### src/rtl/dmem_arb_pkg.sv
// dmem_arb_pkg: shared types and constants for the two-port data-memory arbiter.
package dmem_arb_pkg;

    typedef enum logic [1:0] {
        FREE  = 2'd0,
        LOCK0 = 2'd1,
        LOCK1 = 2'd2
    } state_e;

    localparam int P_CPU  = 0;
    localparam int P_HOST = 1;

    localparam int MAX_LOCK_DEF = 8;

    function automatic int lock_cnt_w(input int max_lock);
        return $clog2(max_lock + 1);
    endfunction

    localparam int LOCK_CNT_W = lock_cnt_w(MAX_LOCK_DEF);

endpackage

### src/rtl/dmem_arb_lock_timer.sv
// dmem_arb_lock_timer: lock hold counter; cleared by load, counts up to MAX_LOCK and
// flags expiry once MAX_LOCK-1 lock cycles have elapsed.
module dmem_arb_lock_timer
    import dmem_arb_pkg::*;
#(
    parameter int MAX_LOCK = MAX_LOCK_DEF,
    parameter int CW       = lock_cnt_w(MAX_LOCK)
) (
    input  logic clk,
    input  logic rst,
    input  logic load_i,
    input  logic inc_i,
    output logic expired_o
);

    localparam logic [CW-1:0] CNT_MAX = CW'(MAX_LOCK);
    localparam logic [CW-1:0] CNT_EXP = CW'(MAX_LOCK - 1);

    logic [CW-1:0] cnt_q, cnt_d;

    always_comb begin
        cnt_d = load_i ? '0 : (inc_i && cnt_q != CNT_MAX) ? cnt_q + 1'b1 : cnt_q;
    end

    always_ff @(posedge clk) begin
        if (rst) cnt_q <= '0;
        else     cnt_q <= cnt_d;
    end

    assign expired_o = cnt_q >= CNT_EXP;

endmodule

### src/rtl/dmem_arbiter.sv
// dmem_arbiter: round-robin arbiter sharing one synchronous data memory between the
// CPU (port 0) and a host loader (port 1), with bounded locking and read-data routing.
module dmem_arbiter
    import dmem_arb_pkg::*;
#(
    parameter int DATA_WIDTH = 8,
    parameter int ADDR_BITS  = 5,
    parameter int MAX_LOCK   = MAX_LOCK_DEF
) (
    input  logic                  clk,
    input  logic                  rst,
    input  logic [1:0]            req,
    input  logic [1:0]            lock,
    input  logic [1:0]            we,
    input  logic [ADDR_BITS-1:0]  addr0,
    input  logic [ADDR_BITS-1:0]  addr1,
    input  logic [DATA_WIDTH-1:0] wdata0,
    input  logic [DATA_WIDTH-1:0] wdata1,
    output logic [1:0]            gnt,
    output logic [1:0]            rvalid,
    output logic [DATA_WIDTH-1:0] rdata0,
    output logic [DATA_WIDTH-1:0] rdata1,
    output logic [ADDR_BITS-1:0]  mem_addr,
    output logic [DATA_WIDTH-1:0] mem_wdata,
    output logic                  mem_wen,
    input  logic [DATA_WIDTH-1:0] mem_rdata
);

    state_e                state_q, state_d;
    logic                  last_q, last_d;
    logic [ADDR_BITS-1:0]  maddr_q;
    logic [DATA_WIDTH-1:0] mwdata_q;
    logic [1:0]            rvalid_q;
    logic [DATA_WIDTH-1:0] rdata0_q, rdata1_q;
    logic                  in_lock, win, lock_exp;

    dmem_arb_lock_timer #(.MAX_LOCK(MAX_LOCK)) u_timer (
        .clk       (clk),
        .rst       (rst),
        .load_i    (!in_lock),
        .inc_i     (in_lock),
        .expired_o (lock_exp)
    );

    // A lock pins the winner to the owner; otherwise a tie goes to the port not served last.
    always_comb begin
        in_lock = state_q == LOCK0 || state_q == LOCK1;
        win     = in_lock ? (state_q == LOCK1) : (&req ? ~last_q : req[P_HOST]);
        gnt     = (rst || !req[win]) ? 2'b00 : (win ? 2'b10 : 2'b01);
        last_d  = (|gnt || in_lock) ? win : last_q;
        state_d = in_lock ? state_q : FREE;
        if (in_lock && (!lock[win] || lock_exp))
            state_d = FREE;
        else if (!in_lock && |gnt && lock[win] && MAX_LOCK > 1)
            state_d = win ? LOCK1 : LOCK0;
    end

    always_comb begin
        mem_wen   = |gnt && we[win];
        mem_addr  = |gnt ? (win ? addr1 : addr0) : maddr_q;
        mem_wdata = |gnt ? (win ? wdata1 : wdata0) : mwdata_q;
    end

    always_ff @(posedge clk) begin
        if (rst) begin
            state_q  <= FREE;
            last_q   <= 1'b1;
            maddr_q  <= '0;
            mwdata_q <= '0;
            rvalid_q <= '0;
            rdata0_q <= '0;
            rdata1_q <= '0;
        end else begin
            state_q  <= state_d;
            last_q   <= last_d;
            maddr_q  <= mem_addr;
            mwdata_q <= mem_wdata;
            rvalid_q <= gnt & ~we;
            if (rvalid_q[P_CPU])  rdata0_q <= mem_rdata;
            if (rvalid_q[P_HOST]) rdata1_q <= mem_rdata;
        end
    end

    // Return data passes straight through on the valid cycle and is held afterwards.
    assign rvalid = rvalid_q;
    assign rdata0 = rvalid_q[P_CPU]  ? mem_rdata : rdata0_q;
    assign rdata1 = rvalid_q[P_HOST] ? mem_rdata : rdata1_q;

endmodule

### config.mk
export PLATFORM = sky130hd
export DESIGN_NAME = dmem_arbiter
export DESIGN_NICKNAME = d
export VERILOG_FILES = /design/src/rtl/dmem_arb_pkg.sv /design/src/rtl/dmem_arb_lock_timer.sv /design/src/rtl/dmem_arbiter.sv
export SDC_FILE = /design/constraint.sdc
export NUM_CORES = 1
export LEC_CHECK = 0
export ABC_AREA = 1
export CORE_MARGIN = 2
export CORE_UTILIZATION = 42
export DETAILED_ROUTE_END_ITERATION = 12
export GPL_TIMING_DRIVEN = 0
export PLACE_DENSITY_LB_ADDON = 0.2
export SLEW_MARGIN = 20
export SYNTH_ARGS = -nofsm -noshare
export SYNTH_HDL_FRONTEND = slang
export SYNTH_SLANG_ARGS = --single-unit
### constraint.sdc
create_clock -name clk -period 2.2 [get_ports clk]
set_input_delay 0.44 -clock clk [delete_from_list [all_inputs] [get_ports clk]]
set_output_delay 0.44 -clock clk [all_outputs]
set_load 0.01 [all_outputs]
# == After elaboration in Yosys (flattened, before gate mapping) ==
# Cells that the tools add are included.
# word_totals
ff_bits,38
latchBits,0
ram_bits,0
romBits,0
in_bits,42
out_inout_bits,34
wordCells,53
memories,0
# classes
n_addsub,1
multipliers,0
div_mod_pow,0
magnitude_cmp,2
eq_ne,4
shifts,0
muxes,18
n_bitwise,4
reduce_logical,16
# op_table
cell,count
8-bit 2-to-1 mux,4
5-bit 2-to-1 mux,2
1-bit 2-to-1 mux,8
2-bit 2-to-1 mux,4
2-bit OR reduction,3
1-bit logical AND,5
4-bit by 1-bit adder with 4-bit output (second input constant),1
4-bit by 3-bit greater-or-equal comparator with 1-bit output (second input constant),1
1-bit logical OR,4
4-bit != test (second input constant),1
1-bit zero test,3
2-bit AND,1
2-bit by 1-bit == test with 1-bit output (second input constant),1
2-bit == test (second input constant),1
1-bit by 2-bit less-than comparator with 1-bit output (second input constant),1
2-bit != test (second input constant),1
1-bit NOT,2
2-bit NOT,1
2-bit AND reduction,1

# == Depth between registers and ports, before layout ==
# Gate-level depths: netlist of run 1.
# logic_depth
word_depth,12
depth_mapped,12
mapped_depth_nobuf,12

# == By module ==
# Synthesis of run 1 repeated with hierarchy kept, for this count alone.
# unflattened
cells_unflattened,283
area_unflattened_um2,1938.1
# by_module_without_submodules
mod,n_inst,cells_each,area_each_um2,seq_area_each_um2
dmem_arbiter,1,246,1692.9,680.7
dmem_arb_lock_timer,1,37,245.2,80.1

# == Worst setup path after synthesis of run 1 ==
# No wires, ideal clock.
# synth_timing
path_type,register -> output
start,register state_q[0]
end,output port mem_wen
arrival_time_ns,1.539
t_required_ns,1.760
setup_slack_ns,0.221
stages_incl_launch_ff,13
path_cell_list,dfxtp_1 > inv_1 > ha_1 > nand2_1 > clkinv_1 > nand2_2 > nand2_2 > inv_4 > buf_6 > nand2_1 > inv_1 > nand2_1 > nand2_1
# synth_via
elab_chain_len,10
elab_cells_between_ends,14
classes_between,eq/ne: 2; mux: 7; reduce/logical: 5
# synth_rtl
element,line_no,text
from (decl),dmem_arbiter.sv:29,"state_e state_q, state_d;"
from (signal assigned),dmem_arbiter.sv:74,state_q <= state_d;
2-bit by 1-bit == test with 1-bit output or 2-bit == test (tied branches),"dmem_arbiter.sv:47, dmem_arbiter.sv:48",
1-bit logical OR,dmem_arbiter.sv:47,in_lock = state_q == LOCK0 || state_q == LOCK1;
1-bit 2-to-1 mux (*),dmem_arbiter.sv:48,win = in_lock ? (state_q == LOCK1) : (&req ? ~last_q : req[P_HOST]);
1-bit 2-to-1 mux (not written as such) (2 in a row),dmem_arbiter.sv:49,gnt = (rst || !req[win]) ? 2'b00 : (win ? 2'b10 : 2'b01);
1-bit zero test,dmem_arbiter.sv:49,
1-bit logical OR,dmem_arbiter.sv:49,
2-bit 2-to-1 mux (*),dmem_arbiter.sv:49,
named net gnt[0],dmem_arbiter.sv:19,"output logic [1:0] gnt,"
2-bit OR reduction (*),dmem_arbiter.sv:59,mem_wen = |gnt && we[win];
1-bit logical AND (*),dmem_arbiter.sv:59,
to (decl),dmem_arbiter.sv:25,"output logic mem_wen,"
# The timed path passes the listed nets; every way through them passes the cells marked *. The select of a mux whose other input is x is not followed.

# == Worst setup path in the final report of run 1 ==
# layout_timing
start,register state_q[0]
end,output port mem_wdata[5]
# layout_via
elab_chain_len,10
elab_cells_between_ends,13
classes_between,eq/ne: 2; mux: 7; reduce/logical: 4
# layout_rtl
element,line_no,text
2-bit by 1-bit == test with 1-bit output or 2-bit == test (tied branches),"dmem_arbiter.sv:47, dmem_arbiter.sv:48",
1-bit logical OR,dmem_arbiter.sv:47,
1-bit 2-to-1 mux (*),dmem_arbiter.sv:48,
1-bit 2-to-1 mux (not written as such) (2 in a row),dmem_arbiter.sv:49,
1-bit zero test,dmem_arbiter.sv:49,
1-bit logical OR,dmem_arbiter.sv:49,
2-bit 2-to-1 mux,dmem_arbiter.sv:49,
2-bit OR reduction,dmem_arbiter.sv:61,mem_wdata = |gnt ? (win ? wdata1 : wdata0) : mwdata_q;
8-bit 2-to-1 mux (*),dmem_arbiter.sv:61,
to (decl),dmem_arbiter.sv:24,"output logic [DATA_WIDTH-1:0] mem_wdata,"
# Every way passes the cells marked *; elsewhere a longest branch is shown, timed or not. The select of a mux whose other input is x is not followed.

==> impl_metrics.ini, run 1 <==
[placed_design]
dpl_worst_slack_ns = -0.608
placed_cells = 395
routabilityCongestion = 0.743
portBuffers = 75
hpwl_um = 3290
postPlaceCellArea_um2 = 2610

[critical_path]
slowest_delay_ns = 0.34
path_cells = inv_2, ha_4, nand2_4, inv_4, nand2_4, nand3_4, nand2_4, nor2_8, inv_6, clkbuf_16, nand2_2, nand2_1, buf_2
r2r_start = state_q[0]
crit_arrival_ns = 1.91
path_buf_inv = 5
ff2ff_path_depth = 14
r2r-end = mwdata_q[0]
cp_max_fo = 6
crit_type = flip-flop to output port
path_delay_family = simple AND/OR/NAND/NOR gates
critPathCaptureType = output port
worstPathRequired_ns = 1.76
rrSetupSlack_ns = 0.33
cpMaxStageDelayCell = dfxtp_2
cp_common_cell = nand2_4
cp-start-kind = flip-flop

[drt]
antenna_left = 0
post_drt_via_cell_ratio = 4.87
routed-via-count = 2069
drc = 0
drt_iter0_markers = 134
drtPass1Iterations = 4
route.final.wire_length_um = 5690
post_drt_wl_per_cell_um = 13.4

[grt]
track_usage = 0.212
grt_pass1_vias = 1834
grt_start_max_net_pins = 13
antenna_found_initial = 0
grt_overflow = 0
grt_pass1_wl_um = 8250

[min_path]
hold_depth = 2
holdPathEnd = mwdata_q[2]
hp-class = flip-flop to flip-flop
worstHoldStart = mwdata_q[2]

[clock_network]
cts_root_buffer = clkbuf_8
cts_tree = built
clkLatencyLatePin_ns = 0.29
numCtsBuffers = 5
clk_pin_slew_ns = 0.08
htreeDepth = 2
clock_sinks = 38
holdBufCountCts = 0
clockBufferDepth = 2

[sta]
finalMaxSlewViolations = 0
fin_crit_ns = 2.35
slew_headroom = 0.600
fin_skew_ns = 0.00766
fin_crit_sh = 1.07
tightest_slew_ns = 0.600
rsz0062_at_grt = yes
setup_viol = 15
fmax_ghz = 0.425
fin_ws_ns = -0.154
report.final.hold_viol_count = 0

[yosys]
yosysUniqueCellTypes = 23
yosysSeqAreaShare = 0.423
syn_area_per_cell_um2 = 6.66
yosysWarnings = 0
synthCells = 270
synth_seq_cells = 38
synth_fp_nets = 315
syn_area_um2 = 1800

[final_layout]
drive_gt1_frac = 0.293
antennaDiodeCount = 0
final_nets = 419
instances_no_fill = 425
final_area_um2 = 3140
area_growth_pct = 74.7
fillCellCount = 279

[floorplanning]
die_area_um2 = 4820
core_um2 = 4060
ios = 76
fp.dieH_um = 69.5
start_util = 0.443
die_w_um = 69.5
rows = 23

[power_and_ir_drop]
vdd_drop_max_mv = 0.418
p_leak_nw = 1.54
powerDensity_nw_per_um2 = 571

[outcome]
status = finished with violations
violations = negative setup slack

[flow_run]
max_cap_violations = 0
-- cell usage in the layout, fill, tap and decap left out, drive strengths merged --
cell type      count
nor2               8
clkbuf             9
clkinvlp           2
nand2            148
dfxtp             38
a31oi              1
nand3              8
clkinv             1
dlygate4sd2        1
clkdlybuf4s50     58
o21ai              4
a21oi             33
inv               16
ha                 3
buf               44
nor3               1
-- Yosys cell counts --
cell type	instances	area, um^2
nand3_1	7	35.0
nor3_1	1	5.00
inv_4	2	12.5
buf_4	1	7.51
nand3_2	1	10.0
inv_1	13	48.8
nand2_4	1	11.3
inv_2	1	3.75
clkinv_1	1	3.75
a21oi_1	30	150
nor2_8	1	20.0
dfxtp_1	38	761
a21oi_2	3	26.3
buf_1	1	3.75
buf_6	3	33.8
o21ai_0	4	20.0
a31oi_1	1	6.26
nor2_2	1	6.26
ha_1	3	37.5
clkbuf_1	4	15.0
nand2_2	3	18.8
nor2_1	6	22.5
nand2_1	144	541
-- metal layers --
metal / vias up / GRT usage / share of wire
li1: 1050 / - / -
met1: 939 / 0.261 / 0.42
met2: 65 / 0.361 / 0.50
met3: 15 / 0.0436 / 0.043
met4: 0 / 0.0850 / 0.029
met5: - / 0 / 0
-- how the worst max path moves through the flow --
stage                     from           end  cells past startpoint
finish              state_q[0]  mem_wdata[5]                     13
global route        state_q[0]  mem_wdata[0]                     13
CTS                 state_q[0]  mem_wdata[6]                     13
detailed placement      req[1]  mem_wdata[0]                     11
global placement        req[1]  mem_wdata[0]                     12
floorplan           state_q[0]       mem_wen                     12
-- layout make-up --
type	count	area [um^2]	share of cell area
plain buffers	7	65.1	0.0207
clock buffers	6	82.6	0.0263
clock inverters	2	12.5	0.00398
inverters	17	77.6	0.0247
multi-input cells	206	1120	0.355
flip-flops and latches	38	768	0.244
well taps	50	62.6	0.0199
repair buffers	99	958	0.305
-- power by group --
part	switching [mW]	internal, mW
combinational	0.264	0.287
clock	0.250	0.252
sequential	0.0221	0.720
-- flip-flops by register name, indices dropped and copies added, names as in the netlist --
register	cells
mwdata_q	8
rdata0_q	8
rdata1_q	8
maddr_q	5
u_timer.cnt_q	4
rvalid	2
state_q	2
last_q	1
-- worst min-delay path, delay by kind of cell (launching register included) --
family          cells  cell delay, ns
simple gates        1            0.07
compound gates      1            0.05
flops               1            0.31
-- per-stage QoR --
step	power, mW	util	setup TNS (ns)	hold slack (ns)
floorplan	0.944	-	0	0.441
global placement	1.15	0.644	-8.47	0.455
global route	1.88	0.775	-3.24	0.490
CTS	1.71	0.715	-2.02	0.466
detailed placement	1.16	0.644	-8.41	0.458
finish	1.79	0.775	-1.93	0.469
-- kinds of logic after synthesis --
logic type               share of synthesized area
AO/OA/AOI/OAI                                0.113
adder cells (fa/ha/maj)                     0.0209
buffers and inverters                       0.0716
flip-flops                                   0.423
AND/OR/NAND/NOR                              0.372
-- what timing repair did --
action	in CTS	in global routing
pin swaps	15	13
endpoints found under the setup margin	32	32
cloned	0	1
setup buffers	18	5
resized for setup	107	44
Power figures use the tool's default switching activity.
==> inputs of run 2 (changes only) <==
- CORE_UTILIZATION: 42 -> 50
- DONT_BUFFER_PORTS: not set -> 1
==> impl_metrics.ini, run 2 (same netlist as run 1, synthesis figures left out) <==
[power_and_ir_drop]
power.share.sequential = 0.538
combPwrFrac = 0.220
vdd_drop_max_mv = 0.337
switching_power_mw = 0.420
swShare = 0.307
p_int_mw = 0.945
clkPwrFrac = 0.242
powerDensity_nw_per_um2 = 647
p_leak_nw = 1.05

[critical_path]
worstPathRequired_ns = 1.76
rrSetupSlack_ns = 0.58
cp_max_fo = 10
cp-start-kind = flip-flop
crit_type = flip-flop to output port
crit_arrival_ns = 1.84
critPathCaptureType = output port
ff2ff_path_depth = 12

[grt]
antenna_found_initial = 0
grt_start_max_net_pins = 12
grt_pass1_vias = 1600
grt_pass1_wl_um = 6640
track_usage = 0.212
grt_overflow = 0

[clock_network]
htreeDepth = 2
cts_root_buffer = clkbuf_4
clock_sinks = 38
clockBufferDepth = 2
clkLatencyLatePin_ns = 0.34
holdBufCountCts = 0
numCtsBuffers = 5
clk_pin_slew_ns = 0.10
cts_tree = built

[sta]
fmax_ghz = 0.439
fin_skew_ns = 0.00396
finalMaxSlewViolations = 0
fin_crit_ns = 2.28
report.final.hold_viol_count = 0
fin_ws_ns = -0.0770
tightest_slew_ns = 0.535
rsz0062_at_grt = yes
fin_crit_sh = 1.03
setup_viol = 14
slew_headroom = 0.643
whs_ns = 0.160

[final_layout]
final_nets = 331
largestRegisters = mwdata_q: 8 flops, rdata0_q: 8 flops, rdata1_q: 8 flops
final_common_cell = nand2_1
fillCellCount = 321
final_cell_mix = nand2_1 (117), dfxtp_1 (37), a21oi_1 (30)
antennaDiodeCount = 0
drive_gt1_frac = 0.238
area_growth_pct = 17.2
final_area_um2 = 2110

[drt]
routed-via-count = 1679
drtPass1Iterations = 6
post_drt_via_cell_ratio = 5.06
drc = 0
antenna_left = 0
route.final.wire_length_um = 4000
drt_iter0_markers = 59
post_drt_wl_per_cell_um = 12.0

[floorplanning]
start_util = 0.531
die_area_um2 = 4090
die_w_um = 64.0
ios = 76
core_um2 = 3390
rows = 21
fp.dieH_um = 64.0

[placed_design]
routabilityCongestion = 0.818
postPlaceCellArea_um2 = 1860
hpwl_um = 2940
dpl_worst_slack_ns = 0.0218
portBuffers = 0

[min_path]
hold_depth = 1
hp-class = primary input to flip-flop

[outcome]
violations = negative setup slack
status = finished with violations

[flow_run]
max_cap_violations = 0
-- run 2: power by group through the flow --
stage,Sequential [mW],Combinational (mW),Clock [mW]
2_1_floorplan,0.744,0.200,0
3_3_place_gp,0.746,0.238,0
3_5_place_dp,0.747,0.240,0
4_1_cts,0.734,0.296,0.347
5_1_grt,0.738,0.334,0.379
6_report,0.734,0.300,0.331
-- run 2: layer usage --
metal	wire length, um	track usage	vias up	share of wire
met2	1910	0.368	58	0.48
li1	-	-	880	-
met3	215	0.0669	9	0.054
met4	72	0.0870	0	0.018
met5	0	0	-	0
met1	1800	0.237	732	0.45
-- run 2: repair_timing --
item	CTS	global route
endpoints found under the hold margin	0	0
setup buffers	8	1
pin swaps	4	1
endpoints found under the setup margin	16	30
resized for setup	42	8
-- run 2: critical path, cell delays in order (launching register included) --
cell	delay, ns
dfxtp_2	0.35
inv_2	0.04
ha_4	0.28
nand2_2	0.06
clkinv_2	0.05
nand2_4	0.06
nand3_4	0.07
nand2_4	0.06
nor2_8	0.16
inv_4	0.07
buf_8	0.15
nand2_2	0.08
nand2_2	0.07
-- run 2: path summary, 6_finish.rpt --
path	startpoint	to
hold reg to reg	maddr_q[1]	maddr_q[1]
setup reg to reg	state_q[0]	mwdata_q[7]
hold / removal	we[1]	rvalid[1]
setup / recovery	state_q[0]	mem_wdata[0]
-- run 2: metrics by stage --
| step | power [mW] | setup TNS, ns | utilization | instances |
|---|---|---|---|---|
| after floorplan | 0.944 | 0 | - | 270 |
| after global placement | 0.984 | 0 | 0.548 | 316 |
| after detailed placement | 0.987 | 0 | 0.548 | 316 |
| after CTS | 1.38 | -1.27 | 0.616 | 331 |
| after global routing | 1.45 | -2.34 | 0.622 | 332 |
| final | 1.36 | -0.889 | 0.622 | 332 |
-- run 2: cell type report --
cell class,count,area (um^2),share of cell area
flip-flops and latches,38,762,0.361
well taps,46,57.6,0.0273
inverters,17,70.1,0.0332
clock buffers,5,37.5,0.0178
plain buffers,9,73.8,0.0350
repair buffers,9,71.3,0.0338
clock inverters,2,10.0,0.00474
multi-input cells,206,1030,0.487
